==> src/rtl/am_tx_1b.sv <==
// One-bit AM transmitter: audio handshake, linear interpolator up to the clock
// rate, AM envelope, square-wave NCO carrier and a first-order 1-bit
// delta-sigma modulator driving the RF pin.
`timescale 1ns / 1ps
module am_tx_1b #(
    parameter int unsigned PHASE_W  = 40,
    parameter int unsigned DIV_LOG2 = 10
) (
    input  logic                clk,
    input  logic                RST,
    input  logic                enable,
    input  logic [PHASE_W-1:0]  phase_inc,
    input  logic [8:0]          mod_depth,
    input  logic signed [15:0]  audio_in,
    input  logic                audio_valid,
    output logic                audio_ready,
    output logic                underrun,
    output logic                rf_out
);

    localparam int unsigned IaW = 16 + DIV_LOG2;

    logic [DIV_LOG2-1:0]  div_cnt_q, div_cnt_d;
    logic                 boundary;
    logic                 accept;
    logic signed [15:0]   hold_q, hold_d;
    logic                 hold_full_q, hold_full_d;
    logic signed [15:0]   cur_q, cur_d;
    logic signed [15:0]   target_q, target_d;
    logic                 underrun_q, underrun_d;
    logic signed [IaW-1:0] ia_q, ia_d;
    logic signed [16:0]   step;
    logic signed [15:0]   interp;
    logic [8:0]           md;
    logic signed [25:0]   prod;
    logic [15:0]          env;
    logic signed [17:0]   carrier;
    logic [PHASE_W-1:0]   phase_q, phase_d;
    logic signed [17:0]   err_q, err_d;
    logic signed [18:0]   v;
    logic signed [18:0]   err_w;
    logic                 dsm_bit;
    logic                 rf_q, rf_d;
    logic                 unused_bits;

    // Frame counter; the all-ones cycle is the sample boundary.
    always_comb begin
        div_cnt_d = div_cnt_q + DIV_LOG2'(1);
        boundary  = (div_cnt_q == {DIV_LOG2{1'b1}});
    end

    // Holding register, sample pipeline (hold -> target -> cur) and sticky underrun.
    always_comb begin
        hold_d      = hold_q;
        hold_full_d = hold_full_q;
        cur_d       = cur_q;
        target_d    = target_q;
        underrun_d  = underrun_q;
        accept      = audio_valid && !hold_full_q;
        if (boundary) begin
            cur_d = target_q;
            if (hold_full_q) begin
                target_d    = hold_q;
                hold_full_d = 1'b0;
            end else begin
                underrun_d = 1'b1;
            end
        end
        // A sample taken on the boundary cycle lands in hold; it is not consumed yet.
        if (accept) begin
            hold_d      = audio_in;
            hold_full_d = 1'b1;
        end
    end

    // Linear interpolator; reloaded exactly at every boundary so error never accumulates.
    always_comb begin
        step   = {target_q[15], target_q} - {cur_q[15], cur_q};
        interp = ia_q[IaW-1:DIV_LOG2];
        if (boundary) begin
            ia_d = {cur_d, {DIV_LOG2{1'b0}}};
        end else begin
            ia_d = ia_q + IaW'(step);
        end
    end

    // Envelope 32768 + (a*md)>>>8; result is always within 0..65535.
    always_comb begin
        md      = (mod_depth > 9'd256) ? 9'd256 : mod_depth;
        prod    = interp * $signed({1'b0, md});
        env     = 16'h8000 + prod[23:8];
        carrier = phase_q[PHASE_W-1] ? -$signed({2'b00, env}) : $signed({2'b00, env});
    end

    // Carrier NCO and first-order delta-sigma; both are parked at zero when disabled.
    always_comb begin
        v       = {err_q[17], err_q} + {carrier[17], carrier};
        dsm_bit = ~v[18];
        err_w   = dsm_bit ? (v - 19'sd65536) : (v + 19'sd65536);
        if (enable) begin
            phase_d = phase_q + phase_inc;
            err_d   = err_w[17:0];
            rf_d    = dsm_bit;
        end else begin
            phase_d = '0;
            err_d   = '0;
            rf_d    = 1'b0;
        end
    end

    assign unused_bits = ^{prod[25:24], prod[7:0], err_w[18]};

    // State registers with asynchronous clear.
    always_ff @(posedge clk or posedge RST) begin
        if (RST) begin
            div_cnt_q   <= '0;
            hold_q      <= '0;
            hold_full_q <= 1'b0;
            cur_q       <= '0;
            target_q    <= '0;
            underrun_q  <= 1'b0;
            ia_q        <= '0;
            phase_q     <= '0;
            err_q       <= '0;
            rf_q        <= 1'b0;
        end else begin
            div_cnt_q   <= div_cnt_d;
            hold_q      <= hold_d;
            hold_full_q <= hold_full_d;
            cur_q       <= cur_d;
            target_q    <= target_d;
            underrun_q  <= underrun_d;
            ia_q        <= ia_d;
            phase_q     <= phase_d;
            err_q       <= err_d;
            rf_q        <= rf_d;
        end
    end

    assign audio_ready = !hold_full_q;
    assign underrun    = underrun_q;
    assign rf_out      = rf_q;

endmodule
==> config.mk <==
export PLATFORM = sky130hd
export DESIGN_NAME = am_tx_1b
export DESIGN_NICKNAME = d
export VERILOG_FILES = /design/src/rtl/am_tx_1b.sv
export SDC_FILE = /design/constraint.sdc
export NUM_CORES = 1
export LEC_CHECK = 0
export BUFFER_PORTS_ARGS = -buffer_cell sky130_fd_sc_hd__buf_4
export CORE_UTILIZATION = 43
export DETAILED_ROUTE_END_ITERATION = 7
export REMOVE_ABC_BUFFERS = 1
export SLEW_MARGIN = 10
export SYNTH_ARGS = -nofsm -noshare
export SYNTH_HDL_FRONTEND = slang
export SYNTH_SLANG_ARGS = --single-unit
==> constraint.sdc <==
create_clock -name clk -period 8.9 [get_ports clk]
set_clock_uncertainty 0.2 [all_clocks]
set_input_delay 0.89 -clock clk [delete_from_list [all_inputs] [get_ports clk]]
set_output_delay 0.89 -clock clk [all_outputs]
set_load 0.05 [all_outputs]
After elaboration in Yosys (flattened, before gate mapping):

Index checks and enable logic that the tools add are counted.

* $add $sub $neg: 9
* multiply operators: 1
* divide/modulo/power cells: 0
* $lt $le $gt $ge: 1
* eq/ne operators: 1
* shifts and indexed selects: 0
* multiplexer cells: 10
* bitwise logic cells: 2
* reductions and logical operators: 5

Operators by type and width (count)
* two-way mux 18 bit: 3
* adder 40 bit: 1
* two-way mux 40 bit: 1
* adder 26 x 17 -> 26 bit: 1
* two-way mux 26 bit: 1
* multiplier 16 x 10 -> 24 bit: 1
* adder 18 x 18 -> 19 bit: 1
* adder 18 bit, second input constant: 1
* negation 16 -> 18 bit: 1
* subtractor 18 bit, second input constant: 1
* subtractor 16 x 16 -> 17 bit: 1
* adder 16 bit, first input constant: 1
* two-way mux 16 bit: 1
* adder 10 x 1 -> 10 bit, second input constant: 1
* equality test 10 bit, second input constant: 1
* greater-than comparator 9 bit, second input constant: 1
* two-way mux 9 bit: 1
* AND reduction 2 bit: 2
* two-way mux 1 bit: 3
* inverter 1 bit: 2
* nonzero test 2 bit: 1
* logical AND 1 bit: 1
* zero test 1 bit: 1

* register bits: 145
* bits in latches: 0
* bits in writable memories: 0
* bits in read-only memories: 0
* input bits: 69
* output and inout port bits: 3
* word-level logic and storage cells: 39
* memories: 0

Longest topological paths before layout:

* depth after elaboration: 10
* depth in mapped cells: 36
* depth with buffers taken out: 34

Worst setup path before layout:

Ideal clock, no wire load.

* path type: input-to-reg
* from: input port mod_depth[8]
* to: register err_q[17]
* library setup time: 0.125 ns
* arrival: 8.787 ns
* data required time: 8.575 ns
* slack: -0.212 ns
* stages on the path: 36
* buffers on the path: 2
* cells stage by stage: clkbuf_1 -> nor2b_1 -> clkbuf_1 -> nand2_1 -> fa_1 -> inv_1 -> fa_1 -> inv_1 -> fa_1 -> inv_1 -> fa_1 -> inv_1 -> fa_1 -> inv_1 -> ha_1 -> nand2_1 -> a2bb2oi_2 -> nand3_2 -> xnor2_1 -> ha_1 -> nand2b_1 -> a2111oi_0 -> nor2_1 -> o21ai_0 -> xnor2_1 -> ha_1 -> and2_1 -> nand3_1 -> a211oi_1 -> nor2_1 -> a21oi_1 -> a31oi_1 -> o21ai_0 -> xnor2_1 -> o21ai_0 -> mux2_2

* word-level cells in the longest chain between the ends: 10
* elaborated cells between the ends (all ways): 11
* those cells by class: add/sub (5); mul (1); order compare (1); mux (4)

Ends and longest elaborated chain
* start, declared: line 13 `input logic [8:0] mod_depth,`
* greater-than comparator 9 bit: line 89 `md = (mod_depth > 9'd256) ? 9'd256 : mod_depth;`
* two-way mux 9 bit *: line 89
* multiplier 16 x 10 -> 24 bit *: line 90 `prod = interp * $signed({1'b0, md});`
* adder 16 bit *: line 91 `env = 16'h8000 + prod[23:8];`
* negation 16 -> 18 bit: line 92 `carrier = phase_q[PHASE_W-1] ? -$signed({2'b00, env}) : $signed({2'b00, env});`
* two-way mux 18 bit *: line 92
* adder 18 x 18 -> 19 bit *: line 97 `v = {err_q[17], err_q} + {carrier[17], carrier};`
* subtractor 18 bit or adder 18 bit (tied branches): line 99 `err_w = dsm_bit ? (v - 19'sd65536) : (v + 19'sd65536);`
* two-way mux 18 bit *: line 99
* two-way mux 18 bit *: line 100 `if (enable) begin`
* via err_d[17]: line 39 `logic signed [17:0] err_q, err_d;`
* end signal, assigned: line 135 `err_q <= err_d;`
* end, declared: line 39

The timed path passes the listed nets; every way through them passes the cells marked *.
A chain may end at the register's enable or synchronous reset.

Worst setup path after layout:

Same ends and word-level chain as after synthesis.

==> impl_metrics.toml <==
[yosys]
synth_top_cell_by_area = "dfrtp_1"
synthTopCellsByArea = "dfrtp_1 24%, fa_1 19%, ha_1 11%"
synth-seq-cells = 145
synth_edf_count = 0
syn_inst = 1689
synth_top_area_share_pct = 24.0
yosys_warnings = 0
synth_ff_type = "dfrtp_1"
syn_avg_cell_area_um2 = 8.96
synth_area_um2 = 15100
async_reset_ff_share_pct = 100
synth_common_cells = "264 x inv_1, 194 x nand2_1, 145 x dfrtp_1, 141 x fa_1, 137 x ha_1"
synth.distinct_cells = 79
synth_seq_area_share_pct = 24.0
post-synth-top-count-cell = "inv_1"

[timing]
setup_viol = 0
worstMarginPinSlew_ps = 939
worst_slack_ps = 564
slew_violations = 0
timing.final.crit_period_ps = 8340
rsz0062_at_grt = "false"
fmax_ghz = 0.120
post-route-period-util_pct = 93.7
hold_viol = 0
slew_headroom_pct = 37.2
setup_tns_ps = 0

[setup_path]
arrival_ps = 8460
cp_top_family = "adder cells"
critical_path.slowest_cell = "fa_1"
cp_num_buf_inv = 8
reg2reg_from = "ia_q[12]$_DFF_PP0_"
ff2ff_path_depth = 33
regToRegSetupSlack_ps = 730
crit_required_ps = 9020
cp-start-kind = "input port"
critical_path_class = "input port to flop"
worstPathMaxFanout = 7
cpPeakStageDelay_ps = 550
timing.rr.end = "err_q[17]$_DFF_PP0_"
end_kind = "flop"

[clock_tree]
cts_resized = 0
clock_latency_ps = 450
cts.hold.buffers_added = 0
root_buffer = "clkbuf_16"
cts_tree = "yes"
cts-buffers-inserted = 17
cts.sink_count = 145
clkSlewWorstSetupHoldPaths_ps = 60
cts_setup_buffers = 0
htreeDepth = 4
cts_max_path_buffers = 2

[die]
start_util_pct = 43.8
num_rows = 68
dieArea_um2 = 35900
die_y_um = 190
num_io_pins = 72
fp.coreArea_um2 = 34500
fp.dieW_um = 190

[grt]
grt_pass1_wl_um = 56600
grt_max_degree = 80
grt_pass1_vias = 11700
grt_use_total_pct = 19.6
antenna_found_initial = 0
grt.overflow.total = 0

[layout]
n_antenna_cell = 0
drive_gt1_share_pct = 11.5
fin_nets = 2112
syn_to_final_growth_pct = 11.8
utilization_pct = 49.0
stdcell_count = 2233

[route]
via_per_inst = 5.15
vias = 11500
ant_nets = 0
wl_per_cell_um = 15.0
first_pass_iters = 5
drtIter0Drc = 614
drcViolationCount = 0
wl_um = 33500

[placement]
post-place-cells = 2201
gp_congestion = 0.877
dp_slack_ps = 123
hpwl_um = 26200
io_buffers = 71

[power_and_ir_drop]
ir_worst_vdd_v = 0.000125
leakage_nw = 8.81
power_mw = 2.36
p_per_area_nw_per_um2 = 139

[run_status]
status = "complete, no violations"

[hold_path]
whs_path_depth = 1
hold_class = "flop to flop"
hp-start = "underrun$_DFFE_PP0P_"
min_to = "underrun$_DFFE_PP0P_"

[job]
drv_cap = 0
[cell families (layout without fill, tap and decap cells)]
kind of cell / after synthesis / count (layout) / share of synthesized area (%)
DFF: 145 / 145 / 24.0
AOI/OAI and AO/OA: 299 / 299 / 13.1
and+or+nand+nor: 500 / 500 / 15.8
adders and majority gates: 278 / 278 / 30.0
xor gates and xnor gates: 106 / 106 / 6.14
muxes: 42 / 42 / 3.05
buffers and inverters: 319 / 408 / 7.96
[flip-flops by register name, indices dropped and copies added (netlist names)]
name,cells
hold_full_q,1
phase_q,40
err_q,18
rf_out,1
underrun,1
cur_q,16
hold_q,16
ia_q,26
div_cnt_q,10
target_q,16
[metrics by stage]
stage	hold WS [ps]	cell area, um^2
3_5_place_dp	249	16300
6_report	261	16900
2_1_floorplan	238	14900
5_1_grt	294	16900
4_1_cts	263	16900
3_3_place_gp	242	16300
[routing by layer]
layer | vias up | GRT usage, % | wire (um)
li1 | 5649 | - | -
met1 | 5650 | 25.8 | 15400
met2 | 168 | 33.2 | 16300
met3 | 31 | 3.34 | 1210
met4 | 0 | 5.61 | 499
met5 | - | 0 | 0
[cell usage in the layout (no fill, tap or decap), types with 9 or more instances in the layout]
cell	Yosys	layout
buf_4	1	111
a211oi_1	12	12
fa_1	141	141
a21o_1	43	43
o21bai_1	10	10
o31ai_1	9	9
mux2_2	33	33
nand3_1	26	26
xnor2_1	69	69
a31oi_1	11	11
nor2b_1	19	19
nand2_1	194	194
nand2b_1	20	20
nor3_1	21	21
o21ai_0	65	64
o21a_1	16	16
xor2_1	37	37
clkbuf_16	0	17
and3_1	14	14
nor2_1	101	101
dfrtp_1	145	145
a21oi_1	81	81
nand4_1	9	9
ha_1	137	137
mux2i_1	9	9
and2_1	63	63
inv_1	264	263
[how the worst max path moves through the flow]
stage | from | endpoint | cells past startpoint
floorplan | mod_depth[2] | err_q[17]$_DFF_PP0_ | 34
global placement | mod_depth[8] | err_q[17]$_DFF_PP0_ | 36
detailed placement | mod_depth[8] | err_q[17]$_DFF_PP0_ | 36
CTS | mod_depth[8] | err_q[17]$_DFF_PP0_ | 36
global route | mod_depth[8] | err_q[17]$_DFF_PP0_ | 36
finish | mod_depth[8] | err_q[17]$_DFF_PP0_ | 36
[layout make-up]
type	instances	area [um^2]
Clock buffer	21	450
Clock inverter	11	133
Fill cell	3369	17600
Inverter	265	1000
Multi-Input combinational cell	1225	10300
Sequential cell	145	3630
Tap cell	455	569
Timing Repair Buffer	111	833
[where the power goes]
| group | switching [mW] | internal (mW) | leakage [nW] | total (mW) |
|---|---|---|---|---|
| combinational | 0.467 | 0.376 | 6.62 | 0.843 |
| clock | 0.303 | 0.422 | 0.266 | 0.724 |
| sequential | 0.0421 | 0.748 | 1.93 | 0.790 |
Power figures use the tool's default switching activity.
